===== src/rtl/ctrl_pkg.sv =====
// ctrl_pkg: shared definitions for the parametrised multi-cycle controller.
//   - opcode constants (4-bit architectural opcode space)
//   - FSM state encoding (driven onto the 4-bit state port)
//   - memory-op and ALU-op codes
//   - two_word(): opcodes that carry a second {rd, rs} operand word
package ctrl_pkg;

  localparam logic [3:0] OP_END   = 4'h0;
  localparam logic [3:0] OP_CLR   = 4'h1;
  localparam logic [3:0] OP_LOAD  = 4'h2;
  localparam logic [3:0] OP_STORE = 4'h3;
  localparam logic [3:0] OP_COPY  = 4'h4;
  localparam logic [3:0] OP_INCR  = 4'h5;
  localparam logic [3:0] OP_ADDI  = 4'h6;
  localparam logic [3:0] OP_ADDR  = 4'h7;
  localparam logic [3:0] OP_SUBI  = 4'h8;
  localparam logic [3:0] OP_SUBR  = 4'h9;
  localparam logic [3:0] OP_SHL   = 4'hA;
  localparam logic [3:0] OP_SHR   = 4'hB;
  localparam logic [3:0] OP_JMP   = 4'hC;
  localparam logic [3:0] OP_JMPZ  = 4'hD;
  localparam logic [3:0] OP_JMPNZ = 4'hE;
  localparam logic [3:0] OP_NOP   = 4'hF;

  typedef enum logic [3:0] {
    S_IDLE    = 4'd0,
    S_FETCH   = 4'd1,
    S_DECODE  = 4'd2,
    S_OPFETCH = 4'd3,
    S_EXEC    = 4'd4
  } state_t;

  localparam logic [1:0] MEM_NONE  = 2'b00;
  localparam logic [1:0] MEM_IM_RD = 2'b01;
  localparam logic [1:0] MEM_DM_RD = 2'b10;
  localparam logic [1:0] MEM_DM_WR = 2'b11;

  localparam logic [3:0] ALU_NONE = 4'd0;
  localparam logic [3:0] ALU_ABUS = 4'd1;
  localparam logic [3:0] ALU_INCR = 4'd2;
  localparam logic [3:0] ALU_ADD  = 4'd3;
  localparam logic [3:0] ALU_SUB  = 4'd4;
  localparam logic [3:0] ALU_SHL  = 4'd5;
  localparam logic [3:0] ALU_SHR  = 4'd6;

  function automatic logic two_word(input logic [3:0] op);
    case (op)
      OP_COPY, OP_ADDI, OP_ADDR, OP_SUBI, OP_SUBR,
      OP_SHL, OP_SHR, OP_JMP, OP_JMPZ, OP_JMPNZ: two_word = 1'b1;
      default:                                   two_word = 1'b0;
    endcase
  endfunction

endpackage


===== src/rtl/ctrl_fsm_param_decode.sv =====
// ctrl_decode: combinational EXEC-state control bundle.
//   in : opcode (latched 4-bit), opnd (current IR word), z_flag
//   out: pc_inc, branch, rst_en/rst_sel, a/b/c_sel, c_we, alu_op, mem_op,
//        mux2_imm
// Two-word ops read {rd, rs} from the operand word. One-word ops that name a
// register (CLR, INCR) take it from the low RW bits of the instruction word,
// since the upper bits hold the opcode.
module ctrl_decode
  import ctrl_pkg::*;
#(
  parameter int RW   = 4,
  parameter int AOPW = 4
) (
  input  logic [3:0]      opcode,
  input  logic [2*RW-1:0] opnd,
  input  logic            z_flag,
  output logic            pc_inc,
  output logic            branch,
  output logic            rst_en,
  output logic [RW-1:0]   rst_sel,
  output logic [RW-1:0]   a_sel,
  output logic [RW-1:0]   b_sel,
  output logic [RW-1:0]   c_sel,
  output logic            c_we,
  output logic [AOPW-1:0] alu_op,
  output logic [1:0]      mem_op,
  output logic            mux2_imm
);

  logic [RW-1:0] rd, rs;
  logic [3:0]    alu4;

  assign rd     = opnd[2*RW-1:RW];
  assign rs     = opnd[RW-1:0];
  assign alu_op = AOPW'(alu4);

  always_comb begin
    pc_inc   = 1'b0;
    branch   = 1'b0;
    rst_en   = 1'b0;
    rst_sel  = '0;
    a_sel    = '0;
    b_sel    = '0;
    c_sel    = '0;
    c_we     = 1'b0;
    alu4     = ALU_NONE;
    mem_op   = MEM_NONE;
    mux2_imm = 1'b0;
    case (opcode)
      OP_CLR:   begin rst_en = 1'b1; rst_sel = rs; end
      OP_LOAD:  mem_op = MEM_DM_RD;
      OP_STORE: mem_op = MEM_DM_WR;
      OP_COPY:  begin a_sel = rs; c_sel = rd; c_we = 1'b1; alu4 = ALU_ABUS; pc_inc = 1'b1; end
      OP_INCR:  begin a_sel = rs; c_sel = rs; c_we = 1'b1; alu4 = ALU_INCR; end
      OP_ADDI, OP_SUBI, OP_SHL, OP_SHR: begin
        a_sel = rd; c_sel = rd; mux2_imm = 1'b1; c_we = 1'b1; pc_inc = 1'b1;
        case (opcode)
          OP_ADDI: alu4 = ALU_ADD;
          OP_SUBI: alu4 = ALU_SUB;
          OP_SHL:  alu4 = ALU_SHL;
          default: alu4 = ALU_SHR;
        endcase
      end
      OP_ADDR, OP_SUBR: begin
        a_sel = rd; c_sel = rd; b_sel = rs; c_we = 1'b1; pc_inc = 1'b1;
        alu4  = (opcode == OP_ADDR) ? ALU_ADD : ALU_SUB;
      end
      OP_JMP:   branch = 1'b1;
      // Not-taken conditional branch still has to step over the target word.
      OP_JMPZ:  begin branch = z_flag;  pc_inc = ~z_flag; end
      OP_JMPNZ: begin branch = ~z_flag; pc_inc = z_flag;  end
      OP_NOP:   ;
      default:  ;
    endcase
  end

endmodule


===== src/rtl/ctrl_fsm_param.sv =====
// ctrl_fsm_param: multi-cycle control unit, IDLE/FETCH/DECODE/OPFETCH/EXEC.
//   in : clk, rst (sync, active high), start, instr[IW], z_flag, mem_ready
//   out: pc_inc, branch, rst_en, rst_sel, a/b/c_sel, c_we, alu_op, mem_op,
//        ir_en, mux2_imm, busy, done, err, state[4]
// Outputs are decoded from the registered state, latched opcode and the IR
// word. Every output is forced low while rst is high so an aborted
// instruction never writes in the reset cycle.
module ctrl_fsm_param
  import ctrl_pkg::*;
#(
  parameter int RW   = 4,
  parameter int OPW  = 4,
  parameter int AOPW = 4
) (
  input  logic            clk,
  input  logic            rst,
  input  logic            start,
  input  logic [2*RW-1:0] instr,
  input  logic            z_flag,
  input  logic            mem_ready,
  output logic            pc_inc,
  output logic            branch,
  output logic            rst_en,
  output logic [RW-1:0]   rst_sel,
  output logic [RW-1:0]   a_sel,
  output logic [RW-1:0]   b_sel,
  output logic [RW-1:0]   c_sel,
  output logic            c_we,
  output logic [AOPW-1:0] alu_op,
  output logic [1:0]      mem_op,
  output logic            ir_en,
  output logic            mux2_imm,
  output logic            busy,
  output logic            done,
  output logic            err,
  output logic [3:0]      state
);

  localparam int IW = 2 * RW;

  state_t     state_q, state_d;
  logic [3:0] opcode_q, opcode_d;
  logic       err_q, err_d, done_q, done_d;

  logic [OPW-1:0] opc_in;
  logic [3:0]     opc4;
  logic           illegal, mem_wait_op;

  assign opc_in      = instr[IW-1 -: OPW];
  assign opc4        = 4'(opc_in);
  // Only reachable with OPW > 4: opcode space beyond the 16 defined ops.
  assign illegal     = (32'(opc_in) > 32'd15);
  assign mem_wait_op = (opcode_q == OP_LOAD) || (opcode_q == OP_STORE);

  always_comb begin
    state_d  = state_q;
    opcode_d = opcode_q;
    err_d    = err_q;
    done_d   = 1'b0;
    case (state_q)
      S_IDLE:    if (start) begin state_d = S_FETCH; err_d = 1'b0; end
      S_FETCH:   if (mem_ready) state_d = S_DECODE;
      S_DECODE: begin
        opcode_d = opc4;
        if (illegal) begin
          err_d   = 1'b1;
          state_d = S_IDLE;
        end else if (opc4 == OP_END) begin
          done_d  = 1'b1;
          state_d = S_IDLE;
        end else if (two_word(opc4)) begin
          state_d = S_OPFETCH;
        end else begin
          state_d = S_EXEC;
        end
      end
      S_OPFETCH: if (mem_ready) state_d = S_EXEC;
      S_EXEC:    if (!(mem_wait_op && !mem_ready)) state_d = S_FETCH;
      default:   state_d = S_IDLE;
    endcase
  end

  always_ff @(posedge clk) begin
    if (rst) begin
      state_q  <= S_IDLE;
      opcode_q <= OP_END;
      err_q    <= 1'b0;
      done_q   <= 1'b0;
    end else begin
      state_q  <= state_d;
      opcode_q <= opcode_d;
      err_q    <= err_d;
      done_q   <= done_d;
    end
  end

  logic            d_pc_inc, d_branch, d_rst_en, d_c_we, d_mux2_imm;
  logic [RW-1:0]   d_rst_sel, d_a_sel, d_b_sel, d_c_sel;
  logic [AOPW-1:0] d_alu_op;
  logic [1:0]      d_mem_op;

  ctrl_decode #(.RW(RW), .AOPW(AOPW)) u_dec (
    .opcode   (opcode_q),
    .opnd     (instr),
    .z_flag   (z_flag),
    .pc_inc   (d_pc_inc),
    .branch   (d_branch),
    .rst_en   (d_rst_en),
    .rst_sel  (d_rst_sel),
    .a_sel    (d_a_sel),
    .b_sel    (d_b_sel),
    .c_sel    (d_c_sel),
    .c_we     (d_c_we),
    .alu_op   (d_alu_op),
    .mem_op   (d_mem_op),
    .mux2_imm (d_mux2_imm)
  );

  always_comb begin
    pc_inc   = 1'b0;
    branch   = 1'b0;
    rst_en   = 1'b0;
    rst_sel  = '0;
    a_sel    = '0;
    b_sel    = '0;
    c_sel    = '0;
    c_we     = 1'b0;
    alu_op   = '0;
    mem_op   = MEM_NONE;
    ir_en    = 1'b0;
    mux2_imm = 1'b0;
    busy     = (state_q != S_IDLE);
    done     = done_q;
    err      = err_q;
    state    = state_q;
    case (state_q)
      S_FETCH, S_OPFETCH: begin mem_op = MEM_IM_RD; ir_en = 1'b1; end
      S_DECODE:           pc_inc = 1'b1;
      S_EXEC: begin
        pc_inc   = d_pc_inc;
        branch   = d_branch;
        rst_en   = d_rst_en;
        rst_sel  = d_rst_sel;
        a_sel    = d_a_sel;
        b_sel    = d_b_sel;
        c_sel    = d_c_sel;
        c_we     = d_c_we;
        alu_op   = d_alu_op;
        mem_op   = d_mem_op;
        mux2_imm = d_mux2_imm;
      end
      default: ;
    endcase
    if (rst) begin
      pc_inc = 1'b0; branch = 1'b0; rst_en = 1'b0; rst_sel = '0;
      a_sel = '0; b_sel = '0; c_sel = '0; c_we = 1'b0; alu_op = '0;
      mem_op = MEM_NONE; ir_en = 1'b0; mux2_imm = 1'b0;
      busy = 1'b0; done = 1'b0; err = 1'b0; state = '0;
    end
  end

endmodule

===== config.mk =====
export PLATFORM = sky130hd
export DESIGN_NAME = ctrl_fsm_param
export DESIGN_NICKNAME = d
export VERILOG_FILES = /design/src/rtl/ctrl_pkg.sv /design/src/rtl/ctrl_fsm_param_decode.sv /design/src/rtl/ctrl_fsm_param.sv
export SDC_FILE = /design/constraint.sdc
export NUM_CORES = 1
export LEC_CHECK = 0
export BUFFER_PORTS_ARGS = -buffer_cell sky130_fd_sc_hd__buf_2
export CAP_MARGIN = 5
export CORE_MARGIN = 5
export CORE_UTILIZATION = 35
export DETAILED_ROUTE_END_ITERATION = 10
export GPL_ROUTABILITY_DRIVEN = 0
export PLACE_DENSITY = 0.65
export SYNTH_ARGS = -nofsm -noshare
export SYNTH_HDL_FRONTEND = slang
export SYNTH_SLANG_ARGS = --single-unit

===== constraint.sdc =====
create_clock -name clk -period 2 [get_ports clk]
set_clock_uncertainty 0.1 [all_clocks]
set_input_delay 0.1 -clock clk [delete_from_list [all_inputs] [get_ports clk]]
set_output_delay 0.1 -clock clk [all_outputs]
set_load 0.005 [all_outputs]

==> results of run 1 <==
-- metrics by stage --
| stage | utilization | instances | cell area, sq um | power, mW |
|---|---|---|---|---|
| after global routing | 0.4766 | 200 | 1170 | 0.6374 |
| after floorplan | - | 128 | 892.1 | 0.3953 |
| after CTS | 0.4720 | 199 | 1159 | 0.5988 |
| final | 0.4766 | 200 | 1170 | 0.5952 |
| after detailed placement | 0.4567 | 195 | 1121 | 0.4709 |
| after global placement | 0.4567 | 195 | 1121 | 0.4643 |
-- placed cells by master (no fill, tap or decap), types with 2 or more instances in the layout --
| cell type | count |
|---|---|
| and2_1 | 8 |
| buf_2 | 44 |
| a22oi_1 | 2 |
| nor2_2 | 2 |
| nor2_1 | 13 |
| a21o_1 | 2 |
| inv_1 | 7 |
| conb_1 | 3 |
| a21oi_1 | 15 |
| clkbuf_4 | 3 |
| buf_4 | 4 |
| nand2_1 | 14 |
| dfxtp_1 | 7 |
| nand2b_1 | 4 |
| or4_1 | 2 |
| and2b_1 | 2 |
| nor2b_1 | 2 |
| nand3_1 | 2 |
| mux2_2 | 8 |
| a221oi_1 | 2 |
| nor3_1 | 2 |
| mux2i_1 | 4 |
-- power groups by stage --
stage | clock network, mW | registers, mW | logic, mW
after floorplan | 0 | 0.205 | 0.190
after global placement | 0 | 0.221 | 0.243
after detailed placement | 0 | 0.222 | 0.248
after CTS | 0.128 | 0.220 | 0.252
after global routing | 0.132 | 0.225 | 0.281
final | 0.123 | 0.221 | 0.251
-- layout make-up --
class                           instances  area, sq um
Fill cell                             258         1285
Timing Repair Buffer                   49        260.3
Inverter                                7        26.28
Clock buffer                            3        22.52
Tap cell                               30        37.54
Multi-Input combinational cell        103        661.9
Sequential cell                         8        161.4
-- critical path, stage by stage, from the launching register on --
cell     delay (ns)
dfxtp_1        0.51
nand2_1        0.22
nor4_4         0.39
and2_1         0.18
buf_2          0.11
-- flip-flops by register name (all words and copies together), names as in the netlist --
signal	count
done_q	1
opcode_q	4
state_q	3
-- cell families (layout without fill, tap and decap cells) --
group / Yosys count / count (layout) / share of synthesized area
and+or+nand+nor: 60 / 60 / 0.3748
AOI/OAI and AO/OA: 28 / 28 / 0.2051
muxes: 12 / 12 / 0.1471
buffers and inverters: 17 / 59 / 0.08769
other: 1 / 3 / 0.004239
DFF: 8 / 8 / 0.1810
-- routing by layer --
metal | vias to the layer above | part of all wire | GRT usage
met3 | 0 | 0.11 | 0.04536
li1 | 526 | - | -
met1 | 447 | 0.45 | 0.1811
met2 | 43 | 0.44 | 0.2392
met4 | 0 | 0 | 0.02848
met5 | - | 0 | 0
-- worst paths after layout --
path,end
hold / removal,opcode_q[1]
setup / recovery,rst_sel[0]
hold reg to reg,state_q[2]
setup reg to reg,state_q[0]
-- repair_timing --
item	CTS	global route
setup buffers	0	1
hold endpoints to repair	1	0
setup endpoints to repair	4	9
pin swaps	0	1
resized for setup	1	2
hold buffers	1	0
==> reports/qor.csv, run 1 <==
metric,value,unit
p_seq_frac,0.371,
startpoint,opcode_q[0],
hold_viol_final,0,
grt.total_usage,0.1438,
drtAntennaViolNets,0,
drcViolationCount,0,
ioPinCount,48,
worstPathMaxFanout,9,
wl_per_cell,12.80,microns
holdWs,0.07340,ns
hold_start,rst,
status,"complete, no violations",
ff2ff_setup_slack,0.39,ns
rsz0062_at_grt,false,
antenna_found_initial,0,
peakVddDrop,0.0004336,V
die_h,60.28,microns
via_per_inst,5.080,
dieArea,3633,sq um
start_kind,flop,
fin_crit,1.859,ns
place_hpwl,2002,microns
reg2regPathDepth,5,
cts_sinks,8,
setup_viol,0,
cts_tree,done,
hp-class,input port to flop,
max_freq,0.5381,GHz
yosysWarnings,0,
r2r-start,state_q[0],
synth_seq_cells,8,
worst_setup_path_end_kind,output port,
synthesis.area,884.6,sq um
grt_overflow,0,
path_clk_slew,0.06,ns
cap_violations,0,
synth_top_cell_by_area,dfxtp_1,
clock-root-buffer,clkbuf_4,
synth_flop_cell,dfxtp_1,
grt_pass1_vias,955,
yosysMostFrequentCell,a21oi_1,
period_share,0.9293,
powerDensity,508.8,nW/um^2
numCtsBuffers,3,
synth_cell_types,37,
syn_area_per_cell,7.021,sq um
grt_max_degree,14,
crit_arrival,1.66,ns
antennaDiodeCount,0,
fp-row-count,18,
hold_path_depth,2,
sw_frac_of_total,0.3877,
crit_required,1.80,ns
htreeDepth,1,
io_buffers,44,
die_w,60.28,microns
total_leakage_power,0.5357,nW
clk_path_buf_depth,2,
synth-edff-count,0,
syn2layout_area_growth,32.25,%
syn-instance-count,126,
start_util,0.3603,
nets,185,
place_ws,0.2441,ns
clkLatencyLatePin,0.25,ns
async_flop_share,0,
first_pass_iters,4,
synth_seq_area_share,0.1810,
internal_power,0.3645,mW
grt_pass1_wl,4119,microns
tns,0,ns
drt_iter0_markers,42,
p_sw,0.2307,mW
netlist.area_leader.share,0.1810,
fin_ws,0.1415,ns
combinationalPowerShare,0.422,
synth.area.top_cells,"dfxtp_1, mux2_2, a21oi_1, nand2_1, and2_1",
slew_violations,0,
coreArea,2455,sq um
worstSetupPathType,flop to output port,
num_vias,1016,
drive_gt1_frac,0.4059,
wirelength,2560,microns
clkPwrFrac,0.207,
synth_commonest_cells,"a21oi_1, nand2_1, nor2_1",
Power figures use the tool's default switching activity.
==> run 2, diff against run 1 <==
--- a/config.mk
+++ b/config.mk
@@ -8,10 +8,9 @@
 export BUFFER_PORTS_ARGS = -buffer_cell sky130_fd_sc_hd__buf_2
 export CAP_MARGIN = 5
 export CORE_MARGIN = 5
-export CORE_UTILIZATION = 35
+export CORE_UTILIZATION = 30
 export DETAILED_ROUTE_END_ITERATION = 10
 export GPL_ROUTABILITY_DRIVEN = 0
-export PLACE_DENSITY = 0.65
 export SYNTH_ARGS = -nofsm -noshare
 export SYNTH_HDL_FRONTEND = slang
 export SYNTH_SLANG_ARGS = --single-unit
==> reports/qor.csv, run 2 (synthesis gave the netlist of run 1 again) <==
metric,value,unit,change
status,"complete, no violations",,unchanged
powerDensity,506.1,nW/um^2,was 508.8 nW/um^2
syn2layout_area_growth,32.11,%,was 32.25%
clock-root-buffer,clkbuf_4,,unchanged
grt.total_usage,0.1311,,was 0.1438
crit_path_max_incr_delay,0.57,ns,was 0.51 ns
fin_util,0.4202,,was 0.4766
grt_max_degree,14,,unchanged
final_common_cell,buf_2,,unchanged
rsz0062_at_grt,false,,unchanged
path_buf_inv,1,,unchanged
path_delay_family,flip-flops,,was simple AND/OR/NAND/NOR gates
grt_pass1_wl,4567,microns,was 4119 microns
post-cts-setup-buffers,0,,unchanged
max_freq,0.5356,GHz,was 0.5381 GHz
first_pass_iters,4,,unchanged
fp-row-count,19,,was 18
place_area,1122,sq um,was 1121 sq um
dieArea,4134,sq um,was 3633 sq um
slowest_stage,dfxtp_1,,unchanged
place_ws,0.2975,ns,was 0.2441 ns
crit_required,1.80,ns,about the same
drive_gt1_frac,0.4083,,was 0.4059
largest_registers,"opcode_q (4), state_q (3), done_q (1)",,unchanged
wl_per_cell,13.37,microns,was 12.80 microns
place_hpwl,2112,microns,was 2002 microns
cap_violations,0,,unchanged
total_leakage_power,0.5304,nW,was 0.5357 nW
start_util,0.3180,,was 0.3603
final_cell_area,1169,sq um,was 1170 sq um
drcViolationCount,0,,unchanged
io_buffers,44,,unchanged
regMostFlops,opcode_q,,unchanged
holdWs,0.08452,ns,was 0.07340 ns
grt_pass1_vias,1005,,was 955
fin_crit,1.867,ns,was 1.859 ns
numCtsBuffers,3,,unchanged
htreeDepth,1,,unchanged
worstPathMaxFanout,9,,unchanged
clk_path_buf_depth,2,,unchanged
tns,0,ns,unchanged
drt_iter0_markers,59,,was 42
period_share,0.9336,,was 0.9293
nets,184,,was 185
antennaDiodeCount,0,,unchanged
via_per_inst,5.180,,was 5.080
cts_tree,done,,unchanged
worst_setup_path_end_kind,output port,,unchanged
die_h,64.30,microns,was 60.28 microns
grt_overflow,0,,unchanged
drtAntennaViolNets,0,,unchanged
slew_violations,0,,unchanged
cts_sinks,8,,unchanged
coreArea,2781,sq um,was 2455 sq um
layout_common_cells,"buf_2, a21oi_1, nand2_1",,unchanged
start_kind,flop,,unchanged
path_clk_slew,0.05,ns,was 0.06 ns
hp-class,input port to flop,,unchanged
wirelength,2673,microns,was 2560 microns
hold_viol_final,0,,unchanged
largest_reg_flops,4,,unchanged
ioPinCount,48,,unchanged
die_w,64.30,microns,was 60.28 microns
worstSetupPathType,flop to output port,,unchanged
peakVddDrop,0.0003407,V,was 0.0004336 V
antenna_found_initial,0,,unchanged
num_vias,1036,,was 1016
crit_arrival,1.67,ns,was 1.66 ns
setup_viol,0,,unchanged
fin_ws,0.1329,ns,was 0.1415 ns
clkLatencyLatePin,0.25,ns,about the same
cp_cell_sequence,and2b_1 -> mux2_2 -> nand2_1 -> a21oi_1 -> buf_2,,was nand2_1 -> nor4_4 -> and2_1 -> buf_2
## run 2: final timing paths
kind | slack (ns) | start | depth (start not counted) | endpoint
setup / recovery | 0.13 | opcode_q[1] | 5 | c_sel[3]
hold / removal | 0.08 | rst | 2 | opcode_q[1]
setup reg to reg | 0.43 | opcode_q[2] | 5 | state_q[2]
hold reg to reg | 0.47 | state_q[1] | 1 | state_q[1]
## run 2: worst register-to-register path, stage by stage, from the launching register on
cell and delay [ns]:
dfxtp_1 0.51, nor2_2 0.07, nand4_2 0.13, o22ai_2 0.11, or4_1 0.47, o41ai_1 0.08
## run 2: where the power goes
part | switching (mW) | total [mW] | internal (mW) | leakage, nW
logic | 0.139 | 0.255 | 0.116 | 0.451
clock network | 0.0496 | 0.118 | 0.0683 | 0.0138
registers | 0.0381 | 0.218 | 0.180 | 0.0655
total | 0.227 | 0.591 | 0.364 | 0.530
## run 2: per-stage QoR
stage                     instances  power [mW]
after global placement          196      0.4638
after floorplan                 128      0.3953
after CTS                       200      0.5962
final                           200      0.5914
after detailed placement        196      0.4704
after global routing            200      0.6441
## run 2: cell type report
cell class                      instances  area [sq um]
Sequential cell                         8         161.4
Timing Repair Buffer                   48         252.7
Inverter                                7         26.28
Tap cell                               31         38.79
Multi-Input combinational cell        103         666.9
Fill cell                             299          1613
Clock buffer                            3         22.52
## run 2: per-layer routing
layer | track usage | share of wire | vias up
li1 | - | - | 519
met1 | 0.1760 | 0.49 | 471
met2 | 0.2002 | 0.42 | 44
met3 | 0.03678 | 0.088 | 2
met4 | 0.04326 | 0.0034 | 0
met5 | 0 | 0 | -
## run 2: what timing repair did
item                                   in CTS  in global routing
resized for setup                           0                  4
endpoints found under the hold margin       1                  0
setup endpoints to repair                   0                 18
hold buffers                                1                  0
